--- src/rtl/clk_div_bank.sv ---
// -----------------------------------------------------------------------------
// clk_div_bank
// Multi-channel divided-clock / tick generator running from one system clock.
// Each channel owns a programmable half-period. A channel produces a 50%-duty
// divided output and a one-cycle tick in the cycle its divided output first
// reads 1. A global enable freezes all channels. A restart pulse phase-aligns
// every channel.
//
// Ports:
//   clk        system clock, all logic on the rising edge
//   reset      synchronous, active-high reset
//   en         global run enable (0 holds counters/outputs, forces tick low)
//   restart    one-cycle phase-align: clears every counter and output
//   cfg_we     half-period write strobe
//   cfg_ch     channel targeted by cfg_we (indices >= NUM_CH are ignored)
//   cfg_hp     new half-period value (0 switches the channel off)
//   div_clk    divided outputs, bit i = channel i
//   tick       one-cycle pulse on each 0->1 transition of div_clk[i]
//   ch_active  1 while channel i has a non-zero half-period
// -----------------------------------------------------------------------------
module clk_div_bank #(
    parameter int NUM_CH     = 2,
    parameter int DIV_W      = 27,
    parameter int DEFAULT_HP = 32
) (
    input  logic              clk,
    input  logic              reset,
    input  logic              en,
    input  logic              restart,
    input  logic              cfg_we,
    input  logic [3:0]        cfg_ch,
    input  logic [DIV_W-1:0]  cfg_hp,
    output logic [NUM_CH-1:0] div_clk,
    output logic [NUM_CH-1:0] tick,
    output logic [NUM_CH-1:0] ch_active
);

    localparam logic [DIV_W-1:0] HP_RST   = DIV_W'(DEFAULT_HP);
    localparam logic [DIV_W-1:0] CNT_ZERO = {DIV_W{1'b0}};
    localparam logic [DIV_W-1:0] CNT_ONE  = DIV_W'(1);
    localparam logic [4:0]       NUM_CH_L = 5'(NUM_CH);

    logic cfg_valid_s;

    // A write only counts when it addresses an existing channel.
    always_comb begin
        cfg_valid_s = cfg_we && ({1'b0, cfg_ch} < NUM_CH_L);
    end

    for (genvar i = 0; i < NUM_CH; i++) begin : g_ch
        localparam logic [3:0] CH_IDX = 4'(i);

        logic [DIV_W-1:0] hp_r;
        logic [DIV_W-1:0] cnt_r;
        logic             div_r;
        logic             tick_r;
        logic             active_r;
        logic             sel_s;
        logic             wrap_s;

        // Channel write select and end-of-half-period detect.
        always_comb begin
            sel_s  = cfg_valid_s && (cfg_ch == CH_IDX);
            wrap_s = (cnt_r == (hp_r - CNT_ONE));
        end

        // Channel state: reset > restart > cfg write > off > hold > count.
        always_ff @(posedge clk) begin
            if (reset) begin
                hp_r     <= HP_RST;
                active_r <= (HP_RST != CNT_ZERO);
                cnt_r    <= CNT_ZERO;
                div_r    <= 1'b0;
                tick_r   <= 1'b0;
            end else if (restart) begin
                // Phase-align; a coincident write still lands in hp.
                if (sel_s) begin
                    hp_r     <= cfg_hp;
                    active_r <= (cfg_hp != CNT_ZERO);
                end else begin
                    hp_r     <= hp_r;
                    active_r <= active_r;
                end
                cnt_r  <= CNT_ZERO;
                div_r  <= 1'b0;
                tick_r <= 1'b0;
            end else if (sel_s) begin
                // New half-period always restarts the channel, so cnt < hp holds.
                hp_r     <= cfg_hp;
                active_r <= (cfg_hp != CNT_ZERO);
                cnt_r    <= CNT_ZERO;
                div_r    <= 1'b0;
                tick_r   <= 1'b0;
            end else if (hp_r == CNT_ZERO) begin
                cnt_r  <= CNT_ZERO;
                div_r  <= 1'b0;
                tick_r <= 1'b0;
            end else if (!en) begin
                cnt_r  <= cnt_r;
                div_r  <= div_r;
                tick_r <= 1'b0;
            end else if (wrap_s) begin
                cnt_r  <= CNT_ZERO;
                div_r  <= ~div_r;
                // Pulse only when the output is about to go 0->1.
                tick_r <= ~div_r;
            end else begin
                cnt_r  <= cnt_r + CNT_ONE;
                div_r  <= div_r;
                tick_r <= 1'b0;
            end
        end

        assign div_clk[i]   = div_r;
        assign tick[i]      = tick_r;
        assign ch_active[i] = active_r;
    end

endmodule

--- config.mk ---
export PLATFORM = sky130hd
export DESIGN_NAME = clk_div_bank
export DESIGN_NICKNAME = d
export VERILOG_FILES = /design/src/rtl/clk_div_bank.sv
export SDC_FILE = /design/constraint.sdc
export NUM_CORES = 1
export LEC_CHECK = 0
export CORE_MARGIN = 2
export CORE_UTILIZATION = 50
export DETAILED_ROUTE_END_ITERATION = 6
export DONT_BUFFER_PORTS = 1
export HOLD_SLACK_MARGIN = 0.02
export PLACE_DENSITY = 0.76
export SLEW_MARGIN = 30
export SYNTH_ARGS = -nofsm -noshare
export SYNTH_HDL_FRONTEND = slang
export SYNTH_SLANG_ARGS = --single-unit
--- constraint.sdc ---
create_clock -name clk -period 3.57 [get_ports clk]
set_input_delay 0.357 -clock clk [delete_from_list [all_inputs] [get_ports clk]]
set_output_delay 0.357 -clock clk [all_outputs]
set_load 0.1 [all_outputs]
==> metrics, run 1 <==
Area Growth Syn to Fin 11.6%; global-route wire length before repair roughly 25 mm; core area approximately 13,000 µm²; CP Launch Type register; Root Driver clkbuf_16; VDD IR-drop max around 0.32 mV; global route overflow 0; largest net degree at the start of global routing 53; fin crit share 0.937; layout net count between 800 and 900; max_slew headroom 0.354; Clock Sink Count 114; post-synthesis cell count about 820; Async SR Flop Fraction 0; Req. time, crit path between 3 and 4 ns; Overall Global Routing Usage 0.240; Ys Warns 0; Worst-path clk slew around 0.05 ns; actual slew at the worst max-slew pin slightly below 1 ns; TritonRoute pass-1 iters 5; # H-tree levels 4; Die Ht between 100 and 150 µm; Mapped Area 6410 µm²; GP Congestion around 0.9; CP Capture Type register; critical path arrival 3.69 ns; pins over their slew limit 0; pwr dens around 420 nW/µm²; postcts setup bufs 0; most area-consuming cells after synthesis dfxtp_1 36%, nand2_1 8.4%, xor2_1 8.1%; RSZ-0062 raised after global routing false; # fillers ~1,200; Seq cells post-synth about 110; ANT cells 0; initial antenna violation count 0; Mapped Nets about 860; die area 13,700 µm²; 1st-iter DRT viols slightly below 500; sequential-to-total area share from yosys stat 0.356; Synth Flop Type dfxtp_1; Max FO, Critical Path 5; max cap viols 0; port bufs 0; FMAX 299 MHz; Hold WS around 0.05 ns; Cell variety after synth between 50 and 60; Synth area leader dfxtp_1; outcome completed; Die X roughly 120 µm; Vias/cell ~5.7; drt drc 0; Post-synth EDFFs 0; endpoints failing setup 0; Num CTS Buffers 17; number of antenna-violating nets in the routed design 0; Via Count 5,731; Final Skew 0.00740 ns; setup TNS 0 ns; Final Critical Period approximately 3.3 ns; Leakage around 2.4 nW; DP HPWL 11.1 mm; WL/cell approximately 15 µm; Mean Syn Cell Area roughly 7.8 µm²; final hold vios 0; vias in the first global route about 5,200; clock buffer depth 2; share of cells above drive strength 1 0.0834; post-synth top area share 0.356; total power between 2 and 3 mW; Hold Path Class in -> reg; WL final ~15 mm; Row Count 41; io pins 42; utilization after layout 0.569; Clock Latency Late Sink about 0.42 ns; TritonCTS clock tree done; Crit Path Class reg -> reg; Initial Utilization 0.510
[worst paths after layout]
kind,from,to,slack [ns],cells past startpoint
worst max-delay path,g_ch[1].hp_r[6]$_SDFFE_PP0P_,g_ch[1].div_r$_SDFFE_PP0P_,0.23,7
worst min-delay path,reset,g_ch[0].hp_r[5]$_SDFFE_PP1P_,0.05,1
worst max register to register,g_ch[1].hp_r[6]$_SDFFE_PP0P_,g_ch[1].div_r$_SDFFE_PP0P_,0.23,7
worst min register to register,g_ch[0].hp_r[26]$_SDFFE_PP0P_,g_ch[0].hp_r[26]$_SDFFE_PP0P_,0.49,2
[layer usage]
| metal | GRT usage | share of wire | vias to the layer above | routed length [µm] |
|---|---|---|---|---|
| met5 | 0 | 0 | - | 0 |
| met4 | 0.0988 | 0.022 | 0 | 335 |
| met3 | 0.0700 | 0.082 | 19 | 1280 |
| met2 | 0.339 | 0.42 | 180 | 6440 |
| met1 | 0.343 | 0.48 | 2677 | 7430 |
| li1 | - | - | 2855 | - |
[report_power, final]
group | total (mW) | leakage (nW) | switching, mW | internal [mW]
Sequential | 1.30 | 0.921 | 0.0178 | 1.28
Combinational | 0.149 | 1.25 | 0.0882 | 0.0603
Clock | 1.53 | 0.265 | 0.564 | 0.963
Total | 2.98 | 2.44 | 0.670 | 2.31
[synth_stat cells, drive strengths merged, types with 5 or more instances]
library cell	count
xnor2	58
o31ai	8
xor2	59
or3	10
clkbuf	34
o211ai	6
buf	14
nand3b	7
nand3	30
and3	12
nand4	17
nor4	26
or4	14
a21oi	61
nor2b	7
nor3	46
o21ai	16
inv	13
nor2	62
a31oi	5
nand2	144
dfxtp	114
[per-stage QoR]
step | cells | setup WS, ns | area (µm²)
after floorplan | 822 | 0.264 | 6410
after global routing | 999 | 0.00970 | 7150
after detailed placement | 967 | 0.267 | 6590
after global placement | 967 | 0.276 | 6590
after CTS | 999 | 0.244 | 7150
final | 999 | 0.226 | 7150
[final cells by class]
| type | count | area (µm²) | area share |
|---|---|---|---|
| tap | 172 | 215 | 0.0301 |
| multi-input combinational | 647 | 3860 | 0.540 |
| clock buffer | 25 | 505 | 0.0707 |
| clock inverter | 5 | 27.5 | 0.00385 |
| inverter | 13 | 48.8 | 0.00682 |
| timing repair buffer | 23 | 213 | 0.0297 |
| sequential | 114 | 2280 | 0.319 |
[critical path, cell delays in order, from the launching register on]
cell	delay [ns]
dfxtp_1	0.33
or4_1	0.63
or4_4	0.54
or4_4	0.52
a211oi_2	0.17
or4b_4	0.52
or4_1	0.41
a21oi_1	0.14
[timing repair]
action	in CTS	in global routing
hold buffers	2	0
resized for setup	0	0
hold endpoints to repair	52	0
[layout by cell type (no fill, tap or decap), types with 3 or more instances in the layout]
| cell | netlist | layout |
|---|---|---|
| xnor2_1 | 58 | 58 |
| nand3_1 | 30 | 30 |
| or4_4 | 3 | 3 |
| nand2_1 | 144 | 144 |
| dfxtp_1 | 114 | 112 |
| buf_12 | 0 | 3 |
| and3_1 | 12 | 12 |
| inv_1 | 13 | 13 |
| buf_4 | 8 | 19 |
| clkbuf_8 | 0 | 5 |
| a21oi_1 | 61 | 61 |
| o21ai_0 | 16 | 15 |
| or3_1 | 10 | 10 |
| xor2_1 | 59 | 59 |
| nand2b_1 | 4 | 4 |
| a211oi_1 | 3 | 3 |
| or4_1 | 11 | 11 |
| nor3b_1 | 3 | 3 |
| nand3b_1 | 7 | 7 |
| nor2b_1 | 7 | 6 |
| nor4_1 | 25 | 25 |
| and4_1 | 4 | 4 |
| clkinv_2 | 0 | 4 |
| a31oi_1 | 5 | 5 |
| nor4b_1 | 3 | 3 |
| o211ai_1 | 6 | 6 |
| ha_1 | 4 | 4 |
| nor2_1 | 62 | 62 |
| or2_2 | 4 | 4 |
| nor3_1 | 45 | 45 |
| clkbuf_16 | 0 | 17 |
| clkbuf_1 | 34 | 3 |
| mux2i_1 | 4 | 4 |
| nand4_1 | 17 | 17 |
| o31ai_1 | 8 | 8 |
[cell families after synthesis]
| family | synth area share |
|---|---|
| compound gates | 0.112 |
| xor+xnor | 0.160 |
| fa+ha+maj | 0.00781 |
| buf+inv | 0.0431 |
| flops | 0.356 |
| mux | 0.00976 |
| simple gates | 0.312 |
[state kept, by name, indices dropped and copies added (netlist names)]
register / cells
g_ch.active_r: 2
g_ch.tick_r: 2
g_ch.cnt_r: 54
g_ch.hp_r: 54
g_ch.div_r: 2
Power figures use the tool's default switching activity.
==> run 2, diff against run 1 <==
--- a/config.mk
+++ b/config.mk
@@ -5,13 +5,14 @@
 export SDC_FILE = /design/constraint.sdc
 export NUM_CORES = 1
 export LEC_CHECK = 0
+export CAP_MARGIN = 10
 export CORE_MARGIN = 2
 export CORE_UTILIZATION = 50
+export CTS_BUF_LIST = sky130_fd_sc_hd__clkbuf_16
 export DETAILED_ROUTE_END_ITERATION = 6
 export DONT_BUFFER_PORTS = 1
 export HOLD_SLACK_MARGIN = 0.02
 export PLACE_DENSITY = 0.76
-export SLEW_MARGIN = 30
 export SYNTH_ARGS = -nofsm -noshare
 export SYNTH_HDL_FRONTEND = slang
 export SYNTH_SLANG_ARGS = --single-unit
==> metrics, run 2 (synthesized netlist as in run 1, its figures left out) <==
outcome completed; Cell Count Post-Placement 967 (unchanged); setup TNS 0 ns (unchanged); pwr dens 401 nW/µm² (-3.6%); WL final 15.4 mm (-0.67%); TritonRoute pass-1 iters 5 (unchanged); Max FO, Critical Path 5 (unchanged); TritonCTS clock tree done; actual slew at the worst max-slew pin 1.07 ns (+0.101 ns); Row Count 41 (unchanged); Worst-path clk slew 0.05 ns (about the same); Hold WS 0.0346 ns (-0.0159 ns); initial antenna violation count 0 (unchanged); final hold vios 0 (unchanged); most common cell after layout, fill and taps aside nand2_1; Clock Sink Count 114 (unchanged); Num CTS Buffers 17 (unchanged); Vias/cell 5.72 (-0.24%); vias in the first global route 5,222 (+0.17%); die area 13,700 µm² (unchanged); Final Skew 0.00608 ns (-0.00132 ns); critical path arrival 3.69 ns (about the same); VDD IR-drop max 0.312 mV (-2.5%); Hold Path Class in -> reg; commonest cells after routing, fill and taps aside 144 x nand2_1, 114 x dfxtp_1, 62 x nor2_1; CP Capture Type register; Initial Utilization 0.510 (unchanged); GP Congestion 0.927 (unchanged); Overall Global Routing Usage 0.239 (-0.000976); FMAX 299 MHz (about the same); WL/cell 15.4 µm (-0.67%); largest net degree at the start of global routing 53 (unchanged); ANT cells 0 (unchanged); Leakage 2.42 nW (-0.69%); RSZ-0062 raised after global routing false; Via Count 5,717 (-0.24%); Root Driver clkbuf_16; global-route wire length before repair 25.4 mm (-0.24%); number of antenna-violating nets in the routed design 0 (unchanged); # fillers 1,172 (+0.77%); Area Growth Syn to Fin 10.8%; max cap viols 0 (unchanged); Die Ht 117 µm (unchanged); Crit Path Class reg -> reg; Largest regs g_ch.cnt_r: 54 flops, g_ch.hp_r: 54 flops; port bufs 0 (unchanged); postcts setup bufs 0 (unchanged); Final Critical Period 3.34 ns (-0.00316 ns); global route overflow 0 (unchanged); Req. time, crit path 3.92 ns (about the same); endpoints failing setup 0 (unchanged); # H-tree levels 4 (unchanged); max_slew headroom 0.287 (-0.0677); share of cells above drive strength 1 0.0750 (-0.00846); clock buffer depth 2 (unchanged); CP Launch Type register; fin crit share 0.936 (about the same); Finished Layout Cells 999 (unchanged); drt drc 0 (unchanged); core area 12,600 µm² (unchanged); Die X 117 µm (unchanged); pins over their slew limit 0 (unchanged); Clock Latency Late Sink 0.42 ns (about the same); io pins 42 (unchanged); DP HPWL 11.1 mm (unchanged); layout net count 856 (unchanged); 1st-iter DRT viols 477 (-2.9%)
==> run 2: metal layers <==
metal  part of all wire  track usage  wire [µm]
met5                  0            0          0
met4              0.023       0.0988        360
met3              0.085       0.0685       1310
met2               0.42        0.339       6410
met1               0.47        0.341       7290
==> run 2: final timing paths <==
path | from | endpoint | slack [ns] | cells past startpoint
worst max register to register | g_ch[1].hp_r[6]$_SDFFE_PP0P_ | g_ch[1].div_r$_SDFFE_PP0P_ | 0.23 | 7
worst min register to register | g_ch[0].hp_r[26]$_SDFFE_PP0P_ | g_ch[0].hp_r[26]$_SDFFE_PP0P_ | 0.48 | 2
worst max-delay path | g_ch[1].hp_r[6]$_SDFFE_PP0P_ | g_ch[1].div_r$_SDFFE_PP0P_ | 0.23 | 7
worst min-delay path | reset | g_ch[1].active_r$_SDFFE_PP1P_ | 0.03 | 1
==> run 2: what timing repair did <==
action,4_1_cts,5_1_grt
hold buffers,2,0
endpoints found under the hold margin,52,0
resized for setup,0,0
==> run 2: where the power goes <==
group	switching, mW	total [mW]	internal [mW]
logic	0.0882	0.149	0.0603
registers	0.0178	1.30	1.28
clock network	0.554	1.40	0.846
total	0.660	2.85	2.19
==> run 2: critical path, stage by stage (launching register included) <==
cell and delay [ns]:
dfxtp_1 0.33, or4_1 0.63, or4_4 0.54, or4_4 0.52, a211oi_2 0.18, or4b_4 0.52, or4_1 0.41, a21oi_1 0.14
==> run 2: layout make-up <==
| class | count | area (µm²) | area share |
|---|---|---|---|
| clock inverters | 13 | 57.6 | 0.00810 |
| flip-flops and latches | 114 | 2280 | 0.321 |
| inverters | 13 | 48.8 | 0.00687 |
| multi-input cells | 647 | 3860 | 0.544 |
| well taps | 172 | 215 | 0.0303 |
| repair buffers | 23 | 213 | 0.0300 |
| clock buffers | 17 | 425 | 0.0599 |
==> run 2: per-stage QoR <==
step / area, µm² / utilization / worst slack (ns) / total power, mW
floorplan: 6410 / - / 0.264 / 1.44
global placement: 6590 / 0.524 / 0.276 / 1.46
detailed placement: 6590 / 0.524 / 0.272 / 1.46
CTS: 7100 / 0.565 / 0.250 / 2.87
global route: 7100 / 0.565 / 0.00901 / 2.96
finish: 7100 / 0.565 / 0.229 / 2.85
